`src/rtl/pixel_stream_proc_if.sv`:
```
// RX/TX FIFO bus seen by the pixel processor: FWFT read side and full-flagged write side.
interface pixel_stream_proc_if #(
  parameter int DATA_W = 8
);
  // Handshake: a pop happens on any cycle with rd_uart=1, which is only raised
  // while rx_empty=0 (r_data is then valid). A push happens on any cycle with
  // wr_uart=1, which is only raised while tx_full=0. w_data is held until then.
  logic              rx_empty;
  logic [DATA_W-1:0] r_data;
  logic              rd_uart;
  logic              tx_full;
  logic [DATA_W-1:0] w_data;
  logic              wr_uart;

  modport master (
    input  rx_empty, r_data, tx_full,
    output rd_uart, w_data, wr_uart
  );

  modport slave (
    output rx_empty, r_data, tx_full,
    input  rd_uart, w_data, wr_uart
  );
endinterface

```
`src/rtl/pixel_stream_proc.sv`:
```
// Streams bytes from the RX FIFO through a point operation into the TX FIFO,
// one byte per four-state pass, with per-frame byte and frame counters.
module pixel_stream_proc #(
  parameter int DATA_W    = 8,
  parameter int FRAME_LEN = 16,
  parameter int CNT_W     = $clog2(FRAME_LEN)
) (
  input  logic                clk,
  input  logic                reset,
  input  logic                run,
  input  logic [1:0]          mode,
  input  logic [DATA_W-1:0]   offset,
  pixel_stream_proc_if.master fifo,
  output logic [DATA_W-1:0]   last_in,
  output logic [CNT_W-1:0]    byte_cnt,
  output logic [7:0]          frame_cnt,
  output logic                frame_done,
  output logic [1:0]          dbg_state
);

  typedef enum logic [1:0] {
    S_IDLE  = 2'd0,
    S_FETCH = 2'd1,
    S_CALC  = 2'd2,
    S_SEND  = 2'd3
  } state_t;

  localparam logic [CNT_W-1:0] LAST_IDX = CNT_W'(FRAME_LEN - 1);

  state_t            state_q;
  logic [DATA_W-1:0] din_q;
  logic [DATA_W-1:0] dout_q;
  logic [DATA_W-1:0] dout_d;
  logic [DATA_W-1:0] last_in_q;
  logic [CNT_W-1:0]  byte_cnt_q;
  logic [7:0]        frame_cnt_q;
  logic              frame_done_q;
  logic [DATA_W+1:0] sum;

  // Two extra bits: bit DATA_W+1 flags a negative result, bit DATA_W an overflow.
  always_comb begin
    sum    = {2'b00, din_q} + {{2{offset[DATA_W-1]}}, offset};
    dout_d = din_q;
    case (mode)
      2'b00: dout_d = din_q;
      2'b01: begin
        if (sum[DATA_W+1])    dout_d = '0;
        else if (sum[DATA_W]) dout_d = '1;
        else                  dout_d = sum[DATA_W-1:0];
      end
      2'b10: dout_d = ~din_q;
      2'b11: dout_d = (din_q >= offset) ? '1 : '0;
      default: dout_d = din_q;
    endcase
  end

  always_ff @(posedge clk) begin
    if (reset) begin
      state_q      <= S_IDLE;
      din_q        <= '0;
      dout_q       <= '0;
      last_in_q    <= '0;
      byte_cnt_q   <= '0;
      frame_cnt_q  <= '0;
      frame_done_q <= 1'b0;
    end else begin
      frame_done_q <= 1'b0;
      case (state_q)
        S_IDLE: begin
          if (run && !fifo.rx_empty) state_q <= S_FETCH;
        end
        S_FETCH: begin
          din_q     <= fifo.r_data;
          last_in_q <= fifo.r_data;
          state_q   <= S_CALC;
        end
        S_CALC: begin
          dout_q  <= dout_d;
          state_q <= S_SEND;
        end
        S_SEND: begin
          if (!fifo.tx_full) begin
            state_q <= S_IDLE;
            if (byte_cnt_q == LAST_IDX) begin
              byte_cnt_q   <= '0;
              frame_cnt_q  <= frame_cnt_q + 8'd1;
              frame_done_q <= 1'b1;
            end else begin
              byte_cnt_q <= byte_cnt_q + 1'b1;
            end
          end
        end
        default: state_q <= S_IDLE;
      endcase
    end
  end

  assign fifo.rd_uart = (state_q == S_FETCH);
  assign fifo.wr_uart = (state_q == S_SEND) && !fifo.tx_full;
  assign fifo.w_data  = dout_q;
  assign last_in      = last_in_q;
  assign byte_cnt     = byte_cnt_q;
  assign frame_cnt    = frame_cnt_q;
  assign frame_done   = frame_done_q;
  assign dbg_state    = state_q;

endmodule

```
`src/flat_wrapper.sv`:
```
// flat-port wrapper written by rule: the top's interface ports become plain ports
module pixel_stream_proc_flat 
#(
  parameter int DATA_W    = 8,
  parameter int FRAME_LEN = 16,
  parameter int CNT_W     = $clog2(FRAME_LEN)
)
  (clk, reset, run, mode, offset, last_in, byte_cnt, frame_cnt, frame_done, dbg_state, fifo_rx_empty, fifo_r_data, fifo_tx_full, fifo_rd_uart, fifo_w_data, fifo_wr_uart);
  pixel_stream_proc_if #(.DATA_W(DATA_W)) fifo_i ();
  input  logic clk;
  input  logic reset;
  input  logic run;
  input  logic [1:0] mode;
  input  logic [DATA_W-1:0] offset;
  output logic [DATA_W-1:0] last_in;
  output logic [CNT_W-1:0] byte_cnt;
  output logic [7:0] frame_cnt;
  output logic frame_done;
  output logic [1:0] dbg_state;
  input wire logic [$bits(fifo_i.rx_empty)-1:0] fifo_rx_empty;
  input wire logic [$bits(fifo_i.r_data)-1:0] fifo_r_data;
  input wire logic [$bits(fifo_i.tx_full)-1:0] fifo_tx_full;
  output wire logic [$bits(fifo_i.rd_uart)-1:0] fifo_rd_uart;
  output wire logic [$bits(fifo_i.w_data)-1:0] fifo_w_data;
  output wire logic [$bits(fifo_i.wr_uart)-1:0] fifo_wr_uart;
  assign fifo_i.rx_empty = fifo_rx_empty;
  assign fifo_i.r_data = fifo_r_data;
  assign fifo_i.tx_full = fifo_tx_full;
  assign fifo_rd_uart = fifo_i.rd_uart;
  assign fifo_w_data = fifo_i.w_data;
  assign fifo_wr_uart = fifo_i.wr_uart;
  pixel_stream_proc #(.DATA_W(DATA_W), .FRAME_LEN(FRAME_LEN), .CNT_W(CNT_W)) u_core (.clk(clk), .reset(reset), .run(run), .mode(mode), .offset(offset), .fifo(fifo_i), .last_in(last_in), .byte_cnt(byte_cnt), .frame_cnt(frame_cnt), .frame_done(frame_done), .dbg_state(dbg_state));
endmodule
```
`config.mk`:
```
export PLATFORM = sky130hd
export DESIGN_NAME = pixel_stream_proc_flat
export DESIGN_NICKNAME = d
export VERILOG_FILES = /design/src/rtl/pixel_stream_proc_if.sv /design/src/rtl/pixel_stream_proc.sv /design/src/flat_wrapper.sv
export SDC_FILE = /design/constraint.sdc
export NUM_CORES = 1
export LEC_CHECK = 0
export BUFFER_PORTS_ARGS = -buffer_cell sky130_fd_sc_hd__buf_2
export CAP_MARGIN = 10
export CORE_MARGIN = 2
export CORE_UTILIZATION = 54
export DETAILED_ROUTE_END_ITERATION = 12
export HOLD_SLACK_MARGIN = 0.06
export PLACE_DENSITY = 0.81
export SETUP_SLACK_MARGIN = 0.15
export SKIP_CTS_REPAIR_TIMING = 1
export SYNTH_ARGS = -nofsm -noshare
export SYNTH_HDL_FRONTEND = slang
export SYNTH_SLANG_ARGS = --single-unit
```
`constraint.sdc`:
```
create_clock -name clk -period 3.7 [get_ports clk]
set_input_delay 0.37 -clock clk [delete_from_list [all_inputs] [get_ports clk]]
set_output_delay 0.37 -clock clk [all_outputs]
set_load 0.01 [all_outputs]
```
==> reports/qor.yml <==
status:
  outcome: "completed"
routing:
  route.vias.total: 1979
  totalWireLength_um: 5290
  final_antenna_net_count: 0
  wl_per_cell_um: 15.0
  number_of_design_rule_violations_left_after_detail_routing: 0
  initialDrtViolationCount: 111
  firstDrtPassIters: 4
  via_per_inst: 5.62
setup_path:
  worst_r2r_path_depth: 7
  regToRegStartpoint: "u_core.din_q[2]$_SDFFE_PP0P_"
  setup.worst_path.start: "u_core.din_q[2]$_SDFFE_PP0P_"
  cp.buffers_inverters: 0
  critPathKind: "reg2reg"
  master_of_the_slowest_instance_on_the_critical_path: "or4b_1"
  path_delay_family: "compound AO/OA/AOI/OAI gates"
  cp_cell_sequence: "ha_1, nor2b_2, a2111oi_4, a32oi_1, o211ai_2, or4b_1, o32ai_2"
  worstPathRequired_ps: 3900
  crit_fanout: 6
  r2r_setup_slack_ps: 1080
  timing.critical_path.from_type: "flop"
  slowest_delay_ps: 610
  cp-end-kind: "flop"
  worst_ep_arrival_time_ps: 2830
  regToRegEndpoint: "u_core.fifo.w_data[0]$_SDFFE_PP0P_"
sta:
  setup_repair_after_global_routing_missed_its_margin: "false"
  final_period_minus_worst_setup_slack_ps: 2620
  fmaxAchievable_ghz: 0.381
  timing.slew.headroom_pct: 50.0
  timing_worst_slew_pin_value_ps: 731
  tns_ps: 0
  finalClockSkew_ps: 7.50
  final-hold-violation-count: 0
  timing.final.max_slew_violations: 0
  setup_viol_count_final: 0
  layout_worst_path_cycle_share_pct: 70.9
global_route:
  maximum_number_of_pins_on_one_net_before_global_route_repair: 33
  gr-max-usage-layer: "met2"
  track_usage_pct: 24.9
  first_pass_grt_wire_length_um: 8550
  grt.met1_usage_pct: 34.0
  groute.layer.met3.usage_pct: 6.00
  globalRouteMet2Util_pct: 38.6
  grt_antenna_before_repair: 0
  grt.overflow.total: 0
  vias_in_the_first_global_route: 1832
yosys:
  ys_ff_latch: 31
  leading_cell_types_by_count_after_synthesis: "nor2_1, dfxtp_1, ha_1, inv_1, xor2_1"
  synth-edff-count: 0
  seq_area_frac_synth_pct: 28.3
  netlist_top_cells_area: "dfxtp_1, ha_1, nor2_1"
  asyncSetResetFlopFracSynth_pct: 0
  syn_avg_cell_area_sq_um: 8.73
  yosysTopAreaCell: "dfxtp_1"
  syn_area_sq_um: 2190
  postSynth.topFlopCell: "dfxtp_1"
  synthesized_instance_count: 251
  netlist.area_leader.share_pct: 28.3
  mappedNetlistNets: 299
  yosysWarningCount: 0
  synth_most_common_cell: "nor2_1"
  synth.distinct_cells: 53
clocking:
  cts_tree: "yes"
  clkLatencyLatePin_ps: 290
  clock_path_buffers: 2
  cts-root-buf: "clkbuf_8"
  numCtsBuffers: 5
  ctsHtreeMaxLevel: 2
  clkTransAtPathRegs_ps: 70
  cts_num_sinks: 31
flow_run:
  max_cap_viol_count: 0
hold_path:
  hold_path_stages: 3
  holdCritPathClass: "in2reg"
  hold_path_end: "u_core.din_q[4]$_SDFFE_PP0P_"
  hold_start: "fifo_r_data[4]"
final_layout:
  area.growth.synth_to_final_pct: 18.3
  fin_area_sq_um: 2590
  insertedDiodeCount: 0
  post_layout_net_count: 349
  drive_gt1_share_pct: 24.5
  fill_cells: 351
place:
  hpwl_um: 3950
  buffer_ports.inserted: 55
  placement.cell_area_sq_um: 2470
  place_congestion: 0.883
floorplan:
  initial_cell_density_of_the_core_pct: 55.6
  die_w_um: 67.7
  pin_count: 56
  die_height_um: 67.7
  dieArea_sq_um: 4590
  floorplan.rows: 23
  core_area_sq_um: 3940
power:
  powerDensity_nw_per_um2: 528
  max-vdd-ir-drop_uv: 344
  power.leakage_nw: 1.24
-- flip-flops by register name, indices dropped and copies added (netlist names) --
signal              cells
u_core.din_q            8
u_core.fifo.w_data      8
u_core.frame_cnt        8
u_core.byte_cnt         4
u_core.dbg_state        2
u_core.frame_done       1
-- cells by family (layout without fill, tap and decap cells) --
group | Yosys count | after routing | synth area share (%)
AND/OR/NAND/NOR | 85 | 85 | 19.7
AO/OA/AOI/OAI | 51 | 51 | 19.3
flip-flops | 31 | 31 | 28.3
buffers and inverters | 29 | 80 | 5.42
adder cells (fa/ha/maj) | 25 | 25 | 14.6
XOR/XNOR | 19 | 19 | 7.59
multiplexers | 11 | 11 | 5.02
-- cells in the final DEF (no fill, tap or decap), types with 3 or more instances in the layout --
master     instances
buf_2             55
nor2_1            38
dfxtp_1           31
ha_1              24
inv_1             17
xor2_1            15
mux2i_1           11
a21oi_1            9
nor3_1             9
nand2_1            7
clkbuf_8           6
nor2b_1            5
a2bb2oi_1          5
nand3_1            4
xnor2_1            4
a211oi_1           4
nand2b_1           3
a22oi_1            3
o31ai_1            3
and3_1             3
o32ai_2            3
o22ai_1            3
-- metal layers --
layer	wire length, um	vias up
li1	-	996
met1	2510	932
met2	2460	45
met3	269	6
met4	54	0
met5	0	-
-- stage by stage --
| stage | instances | util, % | hold WS (ps) | power (W) | setup WS [ps] |
|---|---|---|---|---|---|
| 6_report | 352 | 65.8 | 322 | 0.00137 | 1080 |
| 5_1_grt | 352 | 65.8 | 323 | 0.00146 | 941 |
| 4_1_cts | 352 | 65.8 | 316 | 0.00137 | 1080 |
| 3_5_place_dp | 344 | 62.8 | 499 | 0.00102 | 1040 |
| 3_3_place_gp | 344 | 62.8 | 488 | 0.00101 | 1040 |
| 2_1_floorplan | 251 | - | 442 | 0.000867 | 1310 |
-- worst max path at each step --
| stage | to | slack, ps | cells past startpoint |
|---|---|---|---|
| after floorplan | u_core.fifo.w_data[1]$_SDFFE_PP0P_ | 1310 | 8 |
| after global routing | u_core.fifo.w_data[0]$_SDFFE_PP0P_ | 940 | 8 |
| after CTS | u_core.fifo.w_data[0]$_SDFFE_PP0P_ | 1080 | 7 |
| final | u_core.fifo.w_data[0]$_SDFFE_PP0P_ | 1080 | 7 |
| after global placement | u_core.fifo.w_data[2]$_SDFFE_PP0P_ | 1040 | 9 |
| after detailed placement | u_core.fifo.w_data[0]$_SDFFE_PP0P_ | 1040 | 9 |
-- power breakdown --
part / internal (W) / switching (W) / leakage, nW / total (W)
logic: 0.000249 / 0.000325 / 0.925 / 0.000574
clock network: 0.000218 / 0.000131 / 0.0612 / 0.000349
registers: 0.000382 / 0.0000646 / 0.251 / 0.000447
total: 0.000849 / 0.000521 / 1.24 / 0.00137
-- cell type report --
class	instances	area (sq um)	share of cell area (%)
Clock buffer	6	82.6	3.19
Timing Repair Buffer	55	275	10.6
Multi-Input combinational cell	191	1450	56.0
Clock inverter	2	35.0	1.35
Inverter	17	63.8	2.46
Tap cell	50	62.6	2.41
Sequential cell	31	621	23.9
-- worst reg2reg max path: stages, from the launching register on --
cell	delay (ps)
dfxtp_1	480
ha_1	340
nor2b_2	190
a2111oi_4	410
a32oi_1	110
o211ai_2	100
or4b_1	610
o32ai_2	300
Note: power is estimated with default switching activity, not from simulation.
